==> src/rtl/fib_predictor.sv <==
// rtl/fib_predictor.sv - two-term history and modulo-2^WIDTH next-term predictor
//
// Keeps the last two accepted terms and the prediction for the next term.
//   clk        in   1      clock
//   reset      in   1      synchronous, active-high reset; clears history and prediction
//   load_seed0 in   1      prev2 <= data, prediction <= 0 (initial seed or re-seed after error)
//   load_seed1 in   1      prev1 <= data, prediction <= prev2 + data
//   advance    in   1      shift history by one term, prediction <= prev1 + data
//   data       in   WIDTH  term being accepted
//   expected   out  WIDTH  prediction for the next term
module fib_predictor #(
  parameter int WIDTH = 10
) (
  input  logic             clk,
  input  logic             reset,
  input  logic             load_seed0,
  input  logic             load_seed1,
  input  logic             advance,
  input  logic [WIDTH-1:0] data,
  output logic [WIDTH-1:0] expected
);

  logic [WIDTH-1:0] prev1;
  logic [WIDTH-1:0] prev2;
  logic [WIDTH-1:0] seed_sum;
  logic [WIDTH-1:0] track_sum;

  // Sums are truncated to WIDTH bits; the carry out is deliberately dropped.
  assign seed_sum  = prev2 + data;
  assign track_sum = prev1 + data;

  always_ff @(posedge clk) begin
    if (reset) begin
      prev1    <= '0;
      prev2    <= '0;
      expected <= '0;
    end else if (load_seed0) begin
      prev2    <= data;
      expected <= '0;
    end else if (load_seed1) begin
      prev1    <= data;
      expected <= seed_sum;
    end else if (advance) begin
      prev2    <= prev1;
      prev1    <= data;
      expected <= track_sum;
    end
  end

endmodule

==> config.mk <==
export PLATFORM = sky130hd
export DESIGN_NAME = fib_predictor
export DESIGN_NICKNAME = d
export VERILOG_FILES = /design/src/rtl/fib_predictor.sv
export SDC_FILE = /design/constraint.sdc
export NUM_CORES = 1
export LEC_CHECK = 0
export CORE_MARGIN = 2
export CORE_UTILIZATION = 53
export CTS_CLUSTER_SIZE = 28
export DETAILED_ROUTE_END_ITERATION = 7
export HOLD_SLACK_MARGIN = 0.03
export MAX_ROUTING_LAYER = met4
export PLACE_DENSITY = 0.82
export SLEW_MARGIN = 0
export SYNTH_ARGS = -nofsm -noshare
export SYNTH_HDL_FRONTEND = slang
export SYNTH_SLANG_ARGS = --single-unit
export TNS_END_PERCENT = 10
==> constraint.sdc <==
create_clock -name clk -period 3 [get_ports clk]
set_clock_uncertainty 0.15 [all_clocks]
set_input_delay 0.3 -clock clk [delete_from_list [all_inputs] [get_ports clk]]
set_output_delay 0.3 -clock clk [all_outputs]
set_load 0.05 [all_outputs]
==> results.txt, run 1 <==
The flow ran to the end, and the final reports show no timing, DRC or antenna violations. For the top achievable clock speed, the log shows 0.393 GHz. Detailed placement finished with a half-perimeter wire length of 2590 um. sky130_fd_sc_hd__nand2_1 is the most common cell in the netlist.

For the overall fraction of global-route tracks in use, the log shows 0.231. For this run, the number of standard cells in the final layout without fillers is 271. The routed length per instance works out to 13.0 um.

Share of total power in sequential cells: 0.466. The number of I/O port buffers is 24. The core region is 3030 sq um.

The critical path is of the primary input to flip-flop type. For the count of max-cap constraint violations, the log shows 0. Setup violations remaining at the end of the flow were counted as 0. The initialized floorplan defines 20 standard-cell rows. Counting flops and latches in the post-synthesis netlist gives 30.

The logs give 0 for the hold violation count in the final report and 263 for the number of placed cells counting well taps. Clock edge transition at the registers on the reported setup and hold paths: 90 ps. The switching part of the total power was 0.322. The post-route setup TNS was 0 ps. The largest total area in the synthesized netlist belongs to sky130_fd_sc_hd__dfxtp_1. Of all nets on the critical path, the largest fanout is 5. The critical path launch point type was a primary input. The total nets after synthesis came out at 225.

The final period utilization was 0.847; the count of distinct cell types in the synthesized netlist was 34. TritonCTS built the clock tree. The count of yosys warnings during synthesis came out at 0.

The run gives 0 as the number of cells upsized or downsized after cts. The height of the die is 60.4 um. The ratio of routed vias to standard cells is 5.39. For the register area share after synthesis, the log shows 0.356. Layout overhead on the synthesized area: 20.6%.

Arrival time of data at the critical path endpoint: 2630 ps. The path type of the worst min-delay path was flip-flop to flip-flop. For this design, the CTS-stage hold fixing added 0 buffers. The via count of the first global-routing pass was 1352; the clock latency of the later-clocked register in the worst-skew pair was 350 ps.

Summing every instance area after synthesis gives 1690 sq um. The tools report the combinational cell fraction of total power as 0.257. At the end of the flow, the number of nets in the layout was 251. The sequential cells in the finished layout cover a total of 601 sq um.

Setup repair after global routing left no endpoint under its margin. The tightest hold path in the finished design has a slack of 309 ps. The gate count after technology mapping was 200; the final critical path time including I/O delays and setup was 2540 ps. Across all layers, the routed design uses 1461 vias. The transition time at the pin with the least slew margin is 566 ps. Clock tree synthesis found a total of 30 sinks. The total overflow left after global routing is 0. The number of synthesized flops with an enable pin was 0; the clock network fraction of total power was 0.277. The number of detailed-route iterations in the first pass came out at 4.

After detailed routing, the total wire length is 3520 um. The power per standard cell area is 465 nW/um^2. In the routed design, unresolved DRC markers number 0. The average cell area after synthesis works out to 8.43 sq um. The H-tree was split into 2 levels. For the clock buffer count from CTS, the log shows 5. Total of fill cells in the finished design: 280.

The final weighted congestion in routability-driven placement came out at 0.851. In this run the remaining antenna-violating nets after routing total 0. In this run the post-CTS setup repair buffer count came out at 0. The die is 60.4 um wide. For this design the total switching power over the nets is 0.000304 W. Post-synthesis async set-or-reset flop share: 0.

The run gives 0 as the initial antenna violation count. In the final layout, the multi-input gates occupy 1020 sq um. Leakage dissipation: 0.871 nW. The worst-case IR drop observed on VDD is 314 uV. By area the synthesized netlist is led by sky130_fd_sc_hd__dfxtp_1 (36%), sky130_fd_sc_hd__nand2_1 (8.5%), sky130_fd_sc_hd__mux2i_1 (7.1%), sky130_fd_sc_hd__a21oi_1 (6.8%), sky130_fd_sc_hd__ha_1 (6.7%).

Area share of the leading cell type in the synthesized netlist: 0.356. By count the netlist is led by sky130_fd_sc_hd__nand2_1 (38), sky130_fd_sc_hd__dfxtp_1 (30), sky130_fd_sc_hd__a21oi_1 (23). The logs give 2030 sq um for the total non-filler cell area in the finished layout and 5930 um for the wire length of the first global-routing pass. The count of pins over their slew limit is 0, and the endpoint required time on the critical path is 3090 ps. The worst setup path is captured at a flip-flop. After the first detailed-routing iteration, the DRC count stood at 58. The number of antenna diodes in the final layout is 0.

The die covers 3650 sq um. Entering global routing, the biggest net connects 22 pins. The post-placement cell area came out at 1970 sq um. For the starting density of the core, the log shows 0.557. The root buffer cell chosen for the clock tree is sky130_fd_sc_hd__clkbuf_4. The top-level port count was 25; the internal power consumption was 0.000642 W. For this run, the leading register cell type out of synthesis is sky130_fd_sc_hd__dfxtp_1.

The share of final-layout standard cells stronger than drive strength 1 is 0.123. The tools report the normalized max-slew margin as 0.622. Counting along the longest clock path gives a buffer depth of 2.
==> per-stage QoR <==
step | power [W] | setup slack (ps) | util
after global placement | 0.000690 | 106 | 0.650
after global routing | 0.00100 | 258 | 0.671
after floorplan | 0.000618 | 629 | -
after CTS | 0.000953 | 443 | 0.671
after detailed placement | 0.000693 | 88.5 | 0.650
final | 0.000946 | 458 | 0.671
==> flip-flops by register name, summed over array words and instances, names as in the netlist <==
name	cells
expected	10
prev1	10
prev2	10
==> final timing paths <==
kind / start / endpoint / slack (ps) / cells after the start
setup / recovery: load_seed1 / expected[7]$_SDFFE_PP0N_ / 460 / 9
hold / removal: expected[4]$_SDFFE_PP0N_ / expected[4]$_SDFFE_PP0N_ / 310 / 2
setup reg to reg: prev1[0]$_SDFFE_PP0P_ / expected[6]$_SDFFE_PP0N_ / 670 / 9
hold reg to reg: expected[4]$_SDFFE_PP0N_ / expected[4]$_SDFFE_PP0N_ / 310 / 2
==> kinds of logic after synthesis <==
group,count (synthesis),share of synthesized area
and+or+nand+nor,71,0.186
buffers and inverters,15,0.0401
adders and majority gates,10,0.0787
muxes,20,0.125
AOI/OAI and AO/OA,52,0.204
xor gates and xnor gates,2,0.0104
DFF,30,0.356
==> cell type report <==
cell class / count / area share
Multi-Input combinational cell: 155 / 0.500
Timing Repair Buffer: 29 / 0.137
Clock inverter: 2 / 0.00615
Tap cell: 44 / 0.0271
Inverter: 5 / 0.00923
Sequential cell: 30 / 0.295
Clock buffer: 6 / 0.0252
==> per-layer routing <==
| metal | up-vias | part of all wire | GRT usage |
|---|---|---|---|
| met1 | 653 | 0.47 | 0.285 |
| met4 | 0 | 0.020 | 0.121 |
| li1 | 764 | - | - |
| met5 | - | 0 | - |
| met3 | 11 | 0.047 | 0.0533 |
| met2 | 33 | 0.47 | 0.351 |
==> power groups by stage <==
stage / registers [W] / clock network (W) / logic (W)
6_report: 0.000441 / 0.000262 / 0.000244
3_5_place_dp: 0.000450 / 0 / 0.000243
5_1_grt: 0.000444 / 0.000288 / 0.000270
2_1_floorplan: 0.000480 / 0 / 0.000139
4_1_cts: 0.000441 / 0.000268 / 0.000244
3_3_place_gp: 0.000449 / 0 / 0.000241
==> cells in the final DEF, fill, tap and decap left out, drive strengths merged, types with 5 or more instances in the layout <==
master and count:
nand2 38, a21o 6, dfxtp 30, mux2 8, buf 5, inv 5, a211oi 11, mux2i 12
ha 9, clkbuf 6, nor2 17, clkdlybuf4s50 24, o21ai 5, a21oi 24
==> critical path, stage by stage <==
cell and delay [ps]:
sky130_fd_sc_hd__clkdlybuf4s50_1 580, sky130_fd_sc_hd__buf_4 170, sky130_fd_sc_hd__mux2_2 330, sky130_fd_sc_hd__ha_1 340, sky130_fd_sc_hd__a21o_1 210, sky130_fd_sc_hd__a21oi_2 190
sky130_fd_sc_hd__a21o_1 170, sky130_fd_sc_hd__a2111oi_2 70, sky130_fd_sc_hd__a211o_1 270
Power figures use the tool's default switching activity.
==> run 2: changes to the inputs <==
CORE_UTILIZATION = 48   (was 53)
PLACE_DENSITY = 0.79   (was 0.82)
clock period = 2.1 ns   (was 3 ns; I/O delays follow)
==> results.txt, run 2 (synthesis results as in run 1) <==
The top cell types in the final layout, fill and taps aside, are sky130_fd_sc_hd__nand2_1 (38), sky130_fd_sc_hd__buf_4 (30), sky130_fd_sc_hd__dfxtp_1 (24), sky130_fd_sc_hd__clkdlybuf4s50_1 (23), sky130_fd_sc_hd__a21oi_1 (21). The tools report the overall fraction of global-route tracks in use as 0.230. The worst setup path is launched from a flip-flop.

The share of final-layout standard cells stronger than drive strength 1 came out at 0.275. For flop-to-flop paths, the worst setup slack is -10 ps. The tools report the hold violation count in the final report as 0.

Post-route setup TNS: -14.7 ps. Of all nets on the critical path, the largest fanout is 4. The net count of the finished layout came out at 279. The library cell used most frequently in the layout, excluding fill and tap cells, is sky130_fd_sc_hd__nand2_1. The area taken by flip-flops and latches is 608 sq um. The total die area is 4000 sq um. The H-tree was split into 2 levels.

After routing the design area is 2350 sq um. Hold timing on the final database bottoms out at a slack of 306 ps. The final HPWL from detailed placement was 2970 um; the transition time at the pin with the least slew margin was 497 ps. The tools report the count of pins over their slew limit as 0. The worst-case IR drop observed on VDD is 418 uV. The clock latency of the later-clocked register in the worst-skew pair was 340 ps; the layout overhead on the synthesized area was 39.6%. After detailed routing, the average wire length per cell comes to 13.4 um. Wires add up to 4020 um. After detailed routing, the number of vias per cell comes to 5.33.

After the first detailed-routing iteration, the DRC count stood at 65. The repair_antennas step left the layout with diodes totalling 0. For the number of detailed-route iterations in the first pass, the log shows 4. The DRC violation count after routing is 0, and the largest net degree at the start of global routing is 21. The final critical path time including I/O delays and setup works out to 2110 ps. The final weighted congestion in routability-driven placement is 0.798, and the total of fill cells in the finished design is 282. The core area is 3360 sq um, and the top-level port count is 25. Wire length of the first global-routing pass: 6930 um. The die is 63.3 um tall. The checks that failed: negative setup slack. The final route contains 1604 vias.

The largest registers in the layout are expected x10, prev1 x10, prev2 x10. The via count of the first global-routing pass came out at 1587. The final number of setup-violating endpoints is 1, and the power per standard cell area is 613 nW/um^2. The row count was 21; the arrival time of data at the critical path endpoint was 2240 ps.

TritonCTS sink count: 30. TritonCTS built the clock tree. Global route total overflow: 0. The run gives 0 as the initial antenna violation count. Max-cap violations in this run came to 0.

The flow ran to the end, but the final reports show violations. The capturing element type of the critical path was a flip-flop. STA puts the critical path data required time at 2220 ps. Setup repair after global routing could not meet its margin everywhere. Final period utilization: 1.01. The starting density of the core came out at 0.501.

The number of clock buffers added by TritonCTS is 5. After detailed placement, the total cell area comes to 2200 sq um. The post-detailed-route count of antenna-violating nets came out at 0. Top achievable clock speed: 0.473 GHz.

Clock-pin slew was measured on the worst setup and hold paths at 100 ps. By startpoint and endpoint, the worst setup path is classified as flip-flop to flip-flop. Library cell used as clock root buffer: sky130_fd_sc_hd__clkbuf_4. The buffer levels on the longest clock path was 2; the horizontal extent of the die was 63.3 um. The smallest setup slack after layout was -14.7 ps; the number of I/O port buffers was 24. The multi-input combinational cells in the finished layout cover a total of 1080 sq um. The analysis attributes to cell leakage a power of 1.02 nW. The post-layout utilization of the core was 0.700; the normalized max-slew margin was 0.668. The path type of the worst min-delay path was flip-flop to flip-flop.
[run 2: cell types whose count changed in the layout (fill, tap and decap cells not counted), moves of 3 or more]
cell,delta
sky130_fd_sc_hd__buf_12,+3
sky130_fd_sc_hd__ha_4,+4
sky130_fd_sc_hd__buf_4,+25
sky130_fd_sc_hd__ha_1,-4
sky130_fd_sc_hd__dfxtp_2,+6
sky130_fd_sc_hd__dfxtp_1,-6
[run 2: power by group]
group          leakage [nW]  internal, W  switching, W
Combinational         0.738     0.000216      0.000224
Sequential            0.249     0.000610     0.0000229
Clock                0.0353     0.000162      0.000208
[run 2: timing repair]
item | in CTS | in global routing
hold buffers | 0 | 0
gates resized for setup | 4 | 10
setup buffers | 4 | 1
pin swaps | 2 | 3
setup endpoints to repair | 6 | 4
gates cloned | 0 | 0
endpoints found under the hold margin | 0 | 0
[run 2: layout make-up]
| cell class | count | area share |
|---|---|---|
| inverter | 5 | 0.00797 |
| tap | 46 | 0.0245 |
| clock buffer | 7 | 0.0234 |
| clock inverter | 1 | 0.00213 |
| timing repair buffer | 57 | 0.223 |
| multi-input combinational | 155 | 0.461 |
| sequential | 30 | 0.258 |
[run 2: final timing paths]
check	start	endpoint	cells after the start
min reg2reg	expected[3]$_SDFFE_PP0N_	expected[3]$_SDFFE_PP0N_	2
max reg2reg	prev1[0]$_SDFFE_PP0P_	expected[6]$_SDFFE_PP0N_	9
max	prev1[0]$_SDFFE_PP0P_	expected[6]$_SDFFE_PP0N_	9
min	expected[3]$_SDFFE_PP0N_	expected[3]$_SDFFE_PP0N_	2
[run 2: metal layers]
metal  vias up  wire [um]  GRT usage
li1        816          -          -
met1       747       1770      0.252
met2        33       2010      0.390
met3         8        174     0.0821
met4         0         60     0.0761
met5         -          0          -
[run 2: stage by stage]
| step | instances | total power [W] | worst slack (ps) |
|---|---|---|---|
| global placement | 288 | 0.00105 | -575 |
| floorplan | 200 | 0.000888 | 0.901 |
| global route | 301 | 0.00153 | -93.7 |
| CTS | 300 | 0.00143 | -14.7 |
| detailed placement | 288 | 0.00106 | -583 |
| finish | 301 | 0.00144 | -14.7 |
[run 2: worst max-delay path, stage by stage, from the launching register on]
cell and delay [ps]:
sky130_fd_sc_hd__dfxtp_2 350, sky130_fd_sc_hd__mux2_4 150, sky130_fd_sc_hd__ha_4 120, sky130_fd_sc_hd__inv_2 30
sky130_fd_sc_hd__fa_2 320, sky130_fd_sc_hd__and2b_1 230, sky130_fd_sc_hd__o21ai_2 80, sky130_fd_sc_hd__a21o_1 170
sky130_fd_sc_hd__a2111o_1 370, sky130_fd_sc_hd__o211ai_2 60
